$ cat config.mk
export PLATFORM = sky130hd
export DESIGN_NAME = des_sbox_bank
export DESIGN_NICKNAME = d
export VERILOG_FILES = /design/src/rtl/des_sbox_bank.sv
export SDC_FILE = /design/constraint.sdc
export NUM_CORES = 1
export LEC_CHECK = 0
export ABC_AREA = 1
export CORE_UTILIZATION = 35
export DETAILED_ROUTE_END_ITERATION = 6
export GPL_TIMING_DRIVEN = 0
export SYNTH_ARGS = -nofsm -noshare
export SYNTH_HDL_FRONTEND = slang
export SYNTH_SLANG_ARGS = --single-unit
$ cat constraint.sdc
create_clock -name clk -period 1.6 [get_ports clk]
set_input_delay 0.48 -clock clk [delete_from_list [all_inputs] [get_ports clk]]
set_output_delay 0.48 -clock clk [all_outputs]
set_load 0.1 [all_outputs]
$ cat src/rtl/des_sbox_bank.sv
// DES S1..S8 substitution stage, LANES lookups per cycle, valid/ready both sides.
// Ports: clk, rst (sync high), in_valid/in_ready/in_data[47:0], out_valid/out_ready/out_data[31:0].
// Optional: define DES_SBOX_PBOX_EN to route the result through the DES P permutation.
module des_sbox_bank #(
  parameter int LANES = 8
) (
  input  logic        clk,
  input  logic        rst,
  input  logic        in_valid,
  output logic        in_ready,
  input  logic [47:0] in_data,
  output logic        out_valid,
  input  logic        out_ready,
  output logic [31:0] out_data
);

  localparam int STEPS = (LANES > 0) ? 8 / LANES : 1;

  if (!(LANES == 1 || LANES == 2 || LANES == 4 || LANES == 8)) begin : g_bad_lanes
    $error("des_sbox_bank: LANES must be 1, 2, 4 or 8");
  end

  // S1..S8 back to back; entry index = {sbox, row[1:0], col[3:0]}
  localparam logic [3:0] SBOX [512] = '{
    14, 4,13, 1, 2,15,11, 8, 3,10, 6,12, 5, 9, 0, 7,
     0,15, 7, 4,14, 2,13, 1,10, 6,12,11, 9, 5, 3, 8,
     4, 1,14, 8,13, 6, 2,11,15,12, 9, 7, 3,10, 5, 0,
    15,12, 8, 2, 4, 9, 1, 7, 5,11, 3,14,10, 0, 6,13,
    15, 1, 8,14, 6,11, 3, 4, 9, 7, 2,13,12, 0, 5,10,
     3,13, 4, 7,15, 2, 8,14,12, 0, 1,10, 6, 9,11, 5,
     0,14, 7,11,10, 4,13, 1, 5, 8,12, 6, 9, 3, 2,15,
    13, 8,10, 1, 3,15, 4, 2,11, 6, 7,12, 0, 5,14, 9,
    10, 0, 9,14, 6, 3,15, 5, 1,13,12, 7,11, 4, 2, 8,
    13, 7, 0, 9, 3, 4, 6,10, 2, 8, 5,14,12,11,15, 1,
    13, 6, 4, 9, 8,15, 3, 0,11, 1, 2,12, 5,10,14, 7,
     1,10,13, 0, 6, 9, 8, 7, 4,15,14, 3,11, 5, 2,12,
     7,13,14, 3, 0, 6, 9,10, 1, 2, 8, 5,11,12, 4,15,
    13, 8,11, 5, 6,15, 0, 3, 4, 7, 2,12, 1,10,14, 9,
    10, 6, 9, 0,12,11, 7,13,15, 1, 3,14, 5, 2, 8, 4,
     3,15, 0, 6,10, 1,13, 8, 9, 4, 5,11,12, 7, 2,14,
     2,12, 4, 1, 7,10,11, 6, 8, 5, 3,15,13, 0,14, 9,
    14,11, 2,12, 4, 7,13, 1, 5, 0,15,10, 3, 9, 8, 6,
     4, 2, 1,11,10,13, 7, 8,15, 9,12, 5, 6, 3, 0,14,
    11, 8,12, 7, 1,14, 2,13, 6,15, 0, 9,10, 4, 5, 3,
    12, 1,10,15, 9, 2, 6, 8, 0,13, 3, 4,14, 7, 5,11,
    10,15, 4, 2, 7,12, 9, 5, 6, 1,13,14, 0,11, 3, 8,
     9,14,15, 5, 2, 8,12, 3, 7, 0, 4,10, 1,13,11, 6,
     4, 3, 2,12, 9, 5,15,10,11,14, 1, 7, 6, 0, 8,13,
     4,11, 2,14,15, 0, 8,13, 3,12, 9, 7, 5,10, 6, 1,
    13, 0,11, 7, 4, 9, 1,10,14, 3, 5,12, 2,15, 8, 6,
     1, 4,11,13,12, 3, 7,14,10,15, 6, 8, 0, 5, 9, 2,
     6,11,13, 8, 1, 4,10, 7, 9, 5, 0,15,14, 2, 3,12,
    13, 2, 8, 4, 6,15,11, 1,10, 9, 3,14, 5, 0,12, 7,
     1,15,13, 8,10, 3, 7, 4,12, 5, 6,11, 0,14, 9, 2,
     7,11, 4, 1, 9,12,14, 2, 0, 6,10,13,15, 3, 5, 8,
     2, 1,14, 7, 4,10, 8,13,15,12, 9, 0, 3, 5, 6,11
  };

  typedef enum logic [1:0] {
    IDLE,
    BUSY,
    DONE
  } state_t;

  state_t      state_q, state_d;
  logic [2:0]  cnt_q, cnt_d;
  logic [47:0] data_q, data_d;
  logic [31:0] res_q, res_d;

  logic [2:0]  idx;
  logic [5:0]  chunk;
  logic [5:0]  dbase;
  logic [4:0]  rbase;

  always_comb begin
    state_d   = state_q;
    cnt_d     = cnt_q;
    data_d    = data_q;
    res_d     = res_q;
    in_ready  = 1'b0;
    out_valid = 1'b0;
    idx       = '0;
    chunk     = '0;
    dbase     = '0;
    rbase     = '0;
    unique case (state_q)
      IDLE: begin
        in_ready = 1'b1;
        if (in_valid) begin
          data_d  = in_data;
          cnt_d   = '0;
          state_d = BUSY;
        end
      end
      BUSY: begin
        for (int l = 0; l < LANES; l++) begin
          idx   = 3'(int'(cnt_q) * LANES + l);
          dbase = 6'(47 - 6 * int'(idx));
          // 31 - 4*idx
          rbase = {~idx, 2'b11};
          chunk = data_q[dbase -: 6];
          res_d[rbase -: 4] = SBOX[{idx, chunk[5], chunk[0], chunk[4:1]}];
        end
        if (cnt_q == 3'(STEPS - 1)) begin
          cnt_d   = '0;
          state_d = DONE;
        end else begin
          cnt_d = cnt_q + 3'd1;
        end
      end
      DONE: begin
        out_valid = 1'b1;
        // accept the next block in the same cycle the result leaves
        in_ready  = out_ready;
        if (out_ready) begin
          if (in_valid) begin
            data_d  = in_data;
            cnt_d   = '0;
            state_d = BUSY;
          end else begin
            state_d = IDLE;
          end
        end
      end
      default: state_d = IDLE;
    endcase
  end

  always_ff @(posedge clk) begin
    if (rst) begin
      state_q <= IDLE;
      cnt_q   <= '0;
      data_q  <= '0;
      res_q   <= '0;
    end else begin
      state_q <= state_d;
      cnt_q   <= cnt_d;
      data_q  <= data_d;
      res_q   <= res_d;
    end
  end

`ifdef DES_SBOX_PBOX_EN
  // output bit i (1 = MSB) takes result bit PTAB[i-1]
  localparam int PTAB [32] = '{
    16,  7, 20, 21, 29, 12, 28, 17,
     1, 15, 23, 26,  5, 18, 31, 10,
     2,  8, 24, 14, 32, 27,  3,  9,
    19, 13, 30,  6, 22, 11,  4, 25
  };

  always_comb begin
    out_data = '0;
    for (int i = 0; i < 32; i++) begin
      out_data[5'(31 - i)] = res_q[5'(32 - PTAB[i])];
    end
  end
`else
  assign out_data = res_q;
`endif

endmodule

## Yosys cells after proc, flatten, opt, wreduce, memory -nomap -nowiden

Memory sizes are Yosys's and may differ from the RTL's.
Index checks and enable logic that the tools add are counted.

| word-level totals | value |
|---|---|
| output and inout bits | 34 |
| logic and storage cells | 134 |
| input port bits | 52 |
| ROM bits | 16,384 |
| memories | 8 |
| bits in registers | 85 |

Memory list:

| name | depth | bits a word | read ports | clocked after memory_dff | write ports | line | RTL |
|---|---|---|---|---|---|---|---|
| (no name shown) | 512 | 4 | 1 | 0 | 0 | 102 | `res_d[rbase -: 4] = SBOX[{idx, chunk[5], chunk[0], chunk[4:1]}];` |
| (no name shown) | 512 | 4 | 1 | 0 | 0 | 102 |  |
| (no name shown) | 512 | 4 | 1 | 0 | 0 | 102 |  |
| (no name shown) | 512 | 4 | 1 | 0 | 0 | 102 |  |
| (no name shown) | 512 | 4 | 1 | 0 | 0 | 102 |  |
| (no name shown) | 512 | 4 | 1 | 0 | 0 | 102 |  |
| +2 memories | - | - | - | - | - | - |  |

| cells by class | value |
|---|---|
| bitwise operators | 15 |
| shift operators | 21 |
| multipliers | 7 |
| reduce and logical (&&, ||, !) cells | 7 |
| order comparisons | 8 |
| $add $sub $neg | 22 |
| multiplexer cells | 37 |
| equality and inequality tests | 5 |

Operator list:

| kind | number |
|---|---|
| $shiftx A53 B7 Y6 | 7 |
| $shift A4 B7 Y35 const A | 7 |
| $shiftx A4 B7 Y35 | 7 |
| $bwmux W32 | 7 |
| $mux W48 | 2 |
| $pmux W48 S2 | 1 |
| $ge A10 B10 Y1 const B | 8 |
| $mux W4 | 16 |
| $not A9 Y10 | 6 |
| $neg A5 Y7 | 7 |
| $sub A6 B6 Y6 const A | 6 |
| $mul A2 B3 Y5 const A | 6 |
| $not A3 Y3 | 6 |
| $not A6 Y10 | 1 |
| $not A8 Y10 | 1 |
| $add A1 B2 Y3 const AB | 3 |
| $mux W3 | 3 |
| $pmux W3 S3 | 1 |
| $add A1 B3 Y3 const AB | 2 |
| $mux W2 | 3 |
| $ne A2 B2 Y1 const B | 3 |
| $pmux W2 S3 | 1 |
| $sub A6 B5 Y6 const A | 1 |
| $add A1 B1 Y2 const AB | 2 |
| other kinds (13) | 15 |

## Depth between registers and ports, before layout

Gate-level depths: netlist of run 1.

| depth | value |
|---|---|
| depth after elaboration | 16 |
| mapped depth | 12 |
| mapped depth without buffers | 12 |

## Least setup slack after synthesis of run 1

No wires, ideal clock.

| timing | value |
|---|---|
| kind | input port to flip-flop |
| start point | in out_ready |
| end point | reg data_q[10] |
| path buffers | 2 |
| stages | 6 |
| data required time | 1.530 ns |
| setup time | 0.070 ns |
| data arrival time | 2.046 ns |
| slack | -0.516 ns |
| path through | nor2_1 -> nor2_2 -> nand2_2 -> buf_2 -> buf_2 -> a21oi_1 |

| on the way | value |
|---|---|
| cells in the longest elaborated chain, start to end | 2 |

Ends and longest elaborated chain:

| what | line | RTL |
|---|---|---|
| start: declaration | 13 | `input logic out_ready,` |
| $ne A2 B2 Y1 (no line) | - |  |
| $reduce_and A2 Y1 (no line) | - |  |
| end signal: assignment | 138 | `data_q <= data_d;` |
| end: declaration | 67 | `logic [47:0] data_q, data_d;` |

Every way passes these cells.
A chain may end at the register's enable or synchronous reset.

## Final worst setup path of run 1

| timing | value |
|---|---|
| start point | reg state_q[1] |
| end point | out in_ready |

| on the way | value |
|---|---|
| cells in the longest elaborated chain, start to end | 2 |
| elaborated cells between the ends (all ways) | 3 |
| those cells by class | eq/ne (1); mux (1); reduce/logical (1) |

Ends and longest elaborated chain:

| what | line | RTL |
|---|---|---|
| start: declaration | 65 | `state_t state_q, state_d;` |
| start signal: assignment | 136 | `state_q <= state_d;` |
| $eq A2 B2 Y1 / $logic_not A2 Y1 (equally long branches) | 86 | `unique case (state_q)` |
| $pmux W1 S2 (*) | 86 |  |
| end: declaration | 10 | `output logic in_ready,` |

Mark *: on every way between the ends. The rest lies on a longest branch, timed or not.

==> results.toml, run 1 <==
[run_status]
outcome = "finished, violations left"
failed_checks = "setup timing"

[synth]
async_flop_share = 0
synth.largest_area_cell = "dfxtp_1"
syn-num-nets = 1315
syn_inst = 1198
netlist_area_sq_mm = 0.007209
netlist_top_cells_area = "dfxtp_1 (24%), nand2_1 (18%), nand3_1 (15%)"
synth_top_cell_area_share = 0.2360
ys.flop_type = "dfxtp_1"
synth_seq_cells = 85
avgSynthCellArea_sq_um = 6.018
synth_edf_count = 0
yosysSeqAreaShare = 0.2360
ys_warn_count = 0
synth_cell_type_count = 26

[setup_path]
crit_end = "in_ready"
r2r_cells = 10
crit_start = "state_q[1]"
crit_fanout = 3
critPathRequiredTime_ns = 1.12
endpoint_kind = "output port"
crit_arrival_ns = 1.17
cp-start-kind = "register"
reg2reg_setup_slack_ns = 0.02
critPathKind = "reg -> out"
rr_startpoint = "data_q[7]"
r2r_end = "out_data[6]"

[global_route]
grt_pass1_vias = 7547
grt_first_pass_wirelength_um = 37830
overflow = 0
grt_max_degree = 16
antenna_found_initial = 0
grt_util_all_layers = 0.2197

[floorplan]
coreArea_sq_mm = 0.02023
initial_utilization = 0.3563
die_h_um = 145.5
rows = 52
dieArea_sq_mm = 0.02118
die_w_um = 145.5
boundaryPins = 86

[sta]
post-route-period-util = 1.032
drv_slew = 0
rsz0062_at_grt = "yes"
tns_ns = -0.05053
fin_crit_ns = 1.651
hold_viol = 0
slew_headroom = 0.5867
fin_skew_ns = 0.005734
setup_violations = 1
fmax_ghz = 0.6059
worst_pin_slew_ns = 0.6200
setup_slack_ns = -0.05053

[cells_and_area]
layout-drive-gt1-share = 0.2088
fillers = 2094
fin_nets = 1434
area_delta_synth_final_pct = 31.52
finish.utilization = 0.4686
num_antenna_cells = 0

[cts]
cts_sinks = 85
clockBufferDepth = 2
cts_root_buffer = "clkbuf_16"
htree_num_levels = 3
path_clk_slew_ns = 0.06
insertion_delay_ns = 0.35
cts_buffers = 9
cts_tree = "done"
hold_buffers = 0

[route]
firstDrtPassIters = 5
postRouteAntennaNets = 0
vias = 8352
wirelength_um = 23670
avgViaCountPerCell = 5.246
routedWlPerCell_um = 14.87
initialDrtViolationCount = 611
drc = 0

[job]
maxCapViolations = 0

[power]
p_leak_nw = 4.336
irDropWorstVdd_mv = 0.5182
p_per_area_mw_per_mm2 = 886.4

[placed_design]
io_buffer_count = 85
gp_congestion = 0.9574
hpwl_um = 16840

[worst_hold_path]
hp-class = "reg -> reg"
[registers in the layout, summed over array words and instances, names as in the netlist]
| register | count |
|---|---|
| cnt_q | 3 |
| data_q | 48 |
| out_data | 32 |
| state_q | 2 |
[timing repair]
| action | in CTS | in global routing |
|---|---|---|
| setup buffers | 12 | 11 |
| pin swaps | 1 | 33 |
| setup endpoints to repair | 110 | 65 |
| gates resized for setup | 269 | 127 |
[metrics by stage]
| stage | hold slack [ns] | power [mW] | instance area [sq um] | instances | setup slack [ns] |
|---|---|---|---|---|---|
| final | 0.4714 | 8.405 | 9482 | 1592 | -0.05053 |
| after global routing | 0.5020 | 8.949 | 9482 | 1592 | -0.06656 |
| after CTS | 0.4698 | 8.143 | 8996 | 1581 | -0.06606 |
| after detailed placement | 0.4582 | 5.720 | 8526 | 1553 | -1.332 |
| after global placement | 0.4540 | 5.746 | 8526 | 1553 | -1.333 |
| after floorplan | 0.4441 | 4.878 | 7337 | 1198 | -0.07347 |
[report_power, final]
group	internal, mW	switching (mW)	total, mW
logic	1.25	2.34	3.59
registers	2.30	0.189	2.49
clock network	1.38	0.954	2.33
total	4.92	3.48	8.40
[layout make-up]
class,instances,area (sq um),share of cell area
multi-input combinational,944,5191,0.5475
sequential,85,1763,0.1859
timing repair buffer,108,984.7,0.1039
inverter,106,452.9,0.04777
buffer,63,427.9,0.04513
tap,270,337.8,0.03563
clock buffer,9,225.2,0.02375
clock inverter,7,98.84,0.01042
[synth_stat cells, types with 8 or more instances]
| master | number |
|---|---|
| ha_1 | 65 |
| o21ai_0 | 109 |
| a21oi_1 | 101 |
| clkbuf_1 | 14 |
| inv_2 | 8 |
| nand3_1 | 223 |
| inv_1 | 95 |
| buf_2 | 35 |
| dfxtp_1 | 85 |
| o211ai_1 | 15 |
| nor2_1 | 63 |
| nand2_1 | 347 |
[how the worst min path moves through the flow]
stage	from	endpoint	slack, ns	cells past startpoint
after floorplan	cnt_q[2]	cnt_q[2]	0.44	2
after global placement	out_data[26]	out_data[26]	0.45	2
after detailed placement	out_data[26]	out_data[26]	0.46	2
after CTS	out_data[26]	out_data[26]	0.47	2
after global routing	out_data[26]	out_data[26]	0.50	2
final	out_data[26]	out_data[26]	0.47	2
[metal layers]
metal	vias to the layer above	wire length (um)	global-route usage
met2	290	11010	0.3541
met1	3792	10720	0.2949
met5	-	0	0
met3	49	1370	0.03887
met4	0	570	0.07474
li1	4221	-	-
[cells in the final DEF, fill, tap and decap left out, types with 19 or more instances in the layout]
master / instances
o21ai_0: 76
nor2_1: 58
clkdlybuf4s50_1: 50
buf_2: 28
nand3_2: 19
nand3_1: 204
nand2_1: 325
o21ai_1: 28
inv_1: 74
nand2_2: 19
a21oi_1: 84
dfxtp_1: 68
buf_4: 59
ha_1: 52
[logic make-up (layout without fill, tap and decap cells)]
group,Yosys count,in the layout,share of synthesized area
AOI/OAI and AO/OA,232,232,0.1671
and+or+nand+nor,646,646,0.3797
adders and majority gates,65,65,0.1128
buffers and inverters,169,293,0.1031
DFF,85,85,0.2360
xor gates and xnor gates,1,1,0.001215
[critical path, stage by stage, from the launching register on]
cell and delay [ns]:
dfxtp_1 0.30, inv_2 0.08, nor2_4 0.05, nor2_4 0.18
buf_12 0.20
(Power assumes the default switching activity.)
==> inputs of run 2 (changes only) <==
--- a/config.mk
+++ b/config.mk
@@ -6,9 +6,12 @@
 export NUM_CORES = 1
 export LEC_CHECK = 0
 export ABC_AREA = 1
-export CORE_UTILIZATION = 35
+export CELL_PAD_IN_SITES_DETAIL_PLACEMENT = 2
+export CELL_PAD_IN_SITES_GLOBAL_PLACEMENT = 2
+export CORE_UTILIZATION = 30
 export DETAILED_ROUTE_END_ITERATION = 6
 export GPL_TIMING_DRIVEN = 0
+export PLACE_DENSITY_LB_ADDON = 0.1
 export SYNTH_ARGS = -nofsm -noshare
 export SYNTH_HDL_FRONTEND = slang
 export SYNTH_SLANG_ARGS = --single-unit
==> constraint.sdc (replaced) <==
create_clock -name clk -period 1.8 [get_ports clk]
set_input_delay 0.54 -clock clk [delete_from_list [all_inputs] [get_ports clk]]
set_output_delay 0.54 -clock clk [all_outputs]
set_load 0.1 [all_outputs]
==> run 2 against run 1 <==
Compared with the run above:
- the flow now finishes without violations
- non-clock buffer count up 4
- design area is 4.0% lower
- global-route usage grew 2.7 points
- cell count rose by 3.3%
- first-iteration DRC count is 49% lower
- critical endpoint is now out_data[24]
- highest routed layer unchanged
==> results.toml, run 2 (same netlist as run 1, synthesis figures left out) <==
[run_status]
outcome = "completed"

[setup_path]
slowest_stage = "buf_2"
reg2reg_setup_slack_ns = 0.09
endpoint_kind = "output port"
rr_startpoint = "data_q[1]"
critical_path.max_stage_delay_ns = 0.47
crit_family = "buffers and inverters"
path_cells = "buf_2"
cp-start-kind = "register"
crit_cells = 1
crit_start = "out_data[24]"
crit_end = "out_data[24]"
crit_fanout = 2
critPathKind = "reg -> out"
r2r_end = "out_data[3]"
worst-path-buf-inv = 1
critPathRequiredTime_ns = 1.26
crit_arrival_ns = 1.25
r2r_cells = 9

[placed_design]
place_ws_ns = -1.093
hpwl_um = 22370
dpl.cell_count = 1602
dpl_cell_area_sq_mm = 0.008478
gp_congestion = 0.8984
io_buffer_count = 85

[cells_and_area]
layout-drive-gt1-share = 0.1554
design_area_sq_mm = 0.009101
multiInputGateArea_sq_mm = 0.004881
final_cell_mix = "nand2_1 (341), nand3_1 (222), o21ai_0 (102), a21oi_1 (99), inv_1 (79)"
regMostFlops = "data_q"
largest_register_ffs = 48
stdcell_count = 1645
finish.utilization = 0.3866
layout_commonest_cell = "nand2_1"
fin_nets = 1438
fillers = 2967
num_antenna_cells = 0
area_delta_synth_final_pct = 26.24
seq_area_sq_mm = 0.001759

[floorplan]
die_h_um = 157.0
initial_utilization = 0.3062
boundaryPins = 86
rows = 56
die_w_um = 157.0
dieArea_sq_mm = 0.02466
coreArea_sq_mm = 0.02354

[power]
irDropWorstVdd_mv = 0.4965
power_mw = 7.179
p_leak_nw = 4.228
p_per_area_mw_per_mm2 = 788.8

[route]
avgViaCountPerCell = 5.231
routedWlPerCell_um = 18.24
initialDrtViolationCount = 311
vias = 8605
wirelength_um = 30010
firstDrtPassIters = 5
drc = 0
postRouteAntennaNets = 0

[worst_hold_path]
hp-class = "reg -> reg"

[sta]
fin_skew_ns = 0.003904
fin_crit_ns = 1.785
slew_headroom = 0.5530
fmax_ghz = 0.5601
worst_pin_slew_ns = 0.6704
setup_violations = 0
tns_ns = 0
drv_slew = 0
setup_slack_ns = 0.01467
hold_slack_ns = 0.4775
post-route-period-util = 0.9919
hold_viol = 0

[job]
maxCapViolations = 0

[global_route]
grt_util_all_layers = 0.2464
antenna_found_initial = 0
overflow = 0
grt_max_degree = 14
grt_first_pass_wirelength_um = 47470
grt_pass1_vias = 8903

[cts]
cts_buffers = 9
insertion_delay_ns = 0.35
htree_num_levels = 3
cts_root_buffer = "clkbuf_16"
path_clk_slew_ns = 0.07
cts_tree = "done"
cts_sinks = 85
clockBufferDepth = 2
## run 2: cell count changes in the layout (fill, tap and decap cells not counted), moves of 9 or more
| cell | before | now |
|---|---|---|
| a21oi_1 | 84 | 99 |
| a21oi_2 | 18 | 3 |
| buf_2 | 28 | 54 |
| buf_4 | 59 | 36 |
| clkdlybuf4s18_2 | 0 | 10 |
| nand2_1 | 325 | 341 |
| nand2_2 | 19 | 7 |
| nand3_1 | 204 | 222 |
| nand3_2 | 19 | 1 |
| o21ai_0 | 76 | 102 |
| o21ai_1 | 28 | 11 |
| o21ai_2 | 10 | 1 |
## run 2: worst register-to-register path, cell delays in order (launching register included)
cell	delay (ns)
dfxtp_4	0.37
clkinvlp_4	0.16
ha_2	0.23
or2_2	0.30
o21ai_2	0.14
nand3_1	0.09
nand2_1	0.07
nand2_1	0.05
nand2_1	0.11
a21oi_1	0.07
## run 2: where the power goes
part	internal (mW)	switching [mW]	total (mW)
logic	1.00	2.09	3.10
registers	2.04	0.189	2.23
clock network	1.01	0.845	1.85
## run 2: metal layers
layer,share of wire,track usage
met5,0,0
met4,0.022,0.07074
met3,0.024,0.01955
met2,0.48,0.4307
met1,0.47,0.3226
## run 2: worst min path at each step
stage	depth (start not counted)	start	to
after global routing	2	out_data[6]	out_data[6]
after floorplan	2	cnt_q[2]	cnt_q[2]
after global placement	2	out_data[6]	out_data[6]
after detailed placement	2	out_data[6]	out_data[6]
after CTS	2	out_data[6]	out_data[6]
final	2	out_data[6]	out_data[6]
## run 2: final cells by class
type,instances,area share
plain buffers,63,0.04248
clock buffers,12,0.02818
clock inverters,4,0.002475
inverters,106,0.04770
multi-input cells,944,0.5363
flip-flops and latches,85,0.1933
well taps,319,0.04385
repair buffers,112,0.1057
## run 2: repair_timing
action,in CTS,in global routing
buffers inserted,8,19
gates resized for setup,195,66
pin swaps,1,0
endpoints found under the setup margin,109,66
hold buffers,0,0
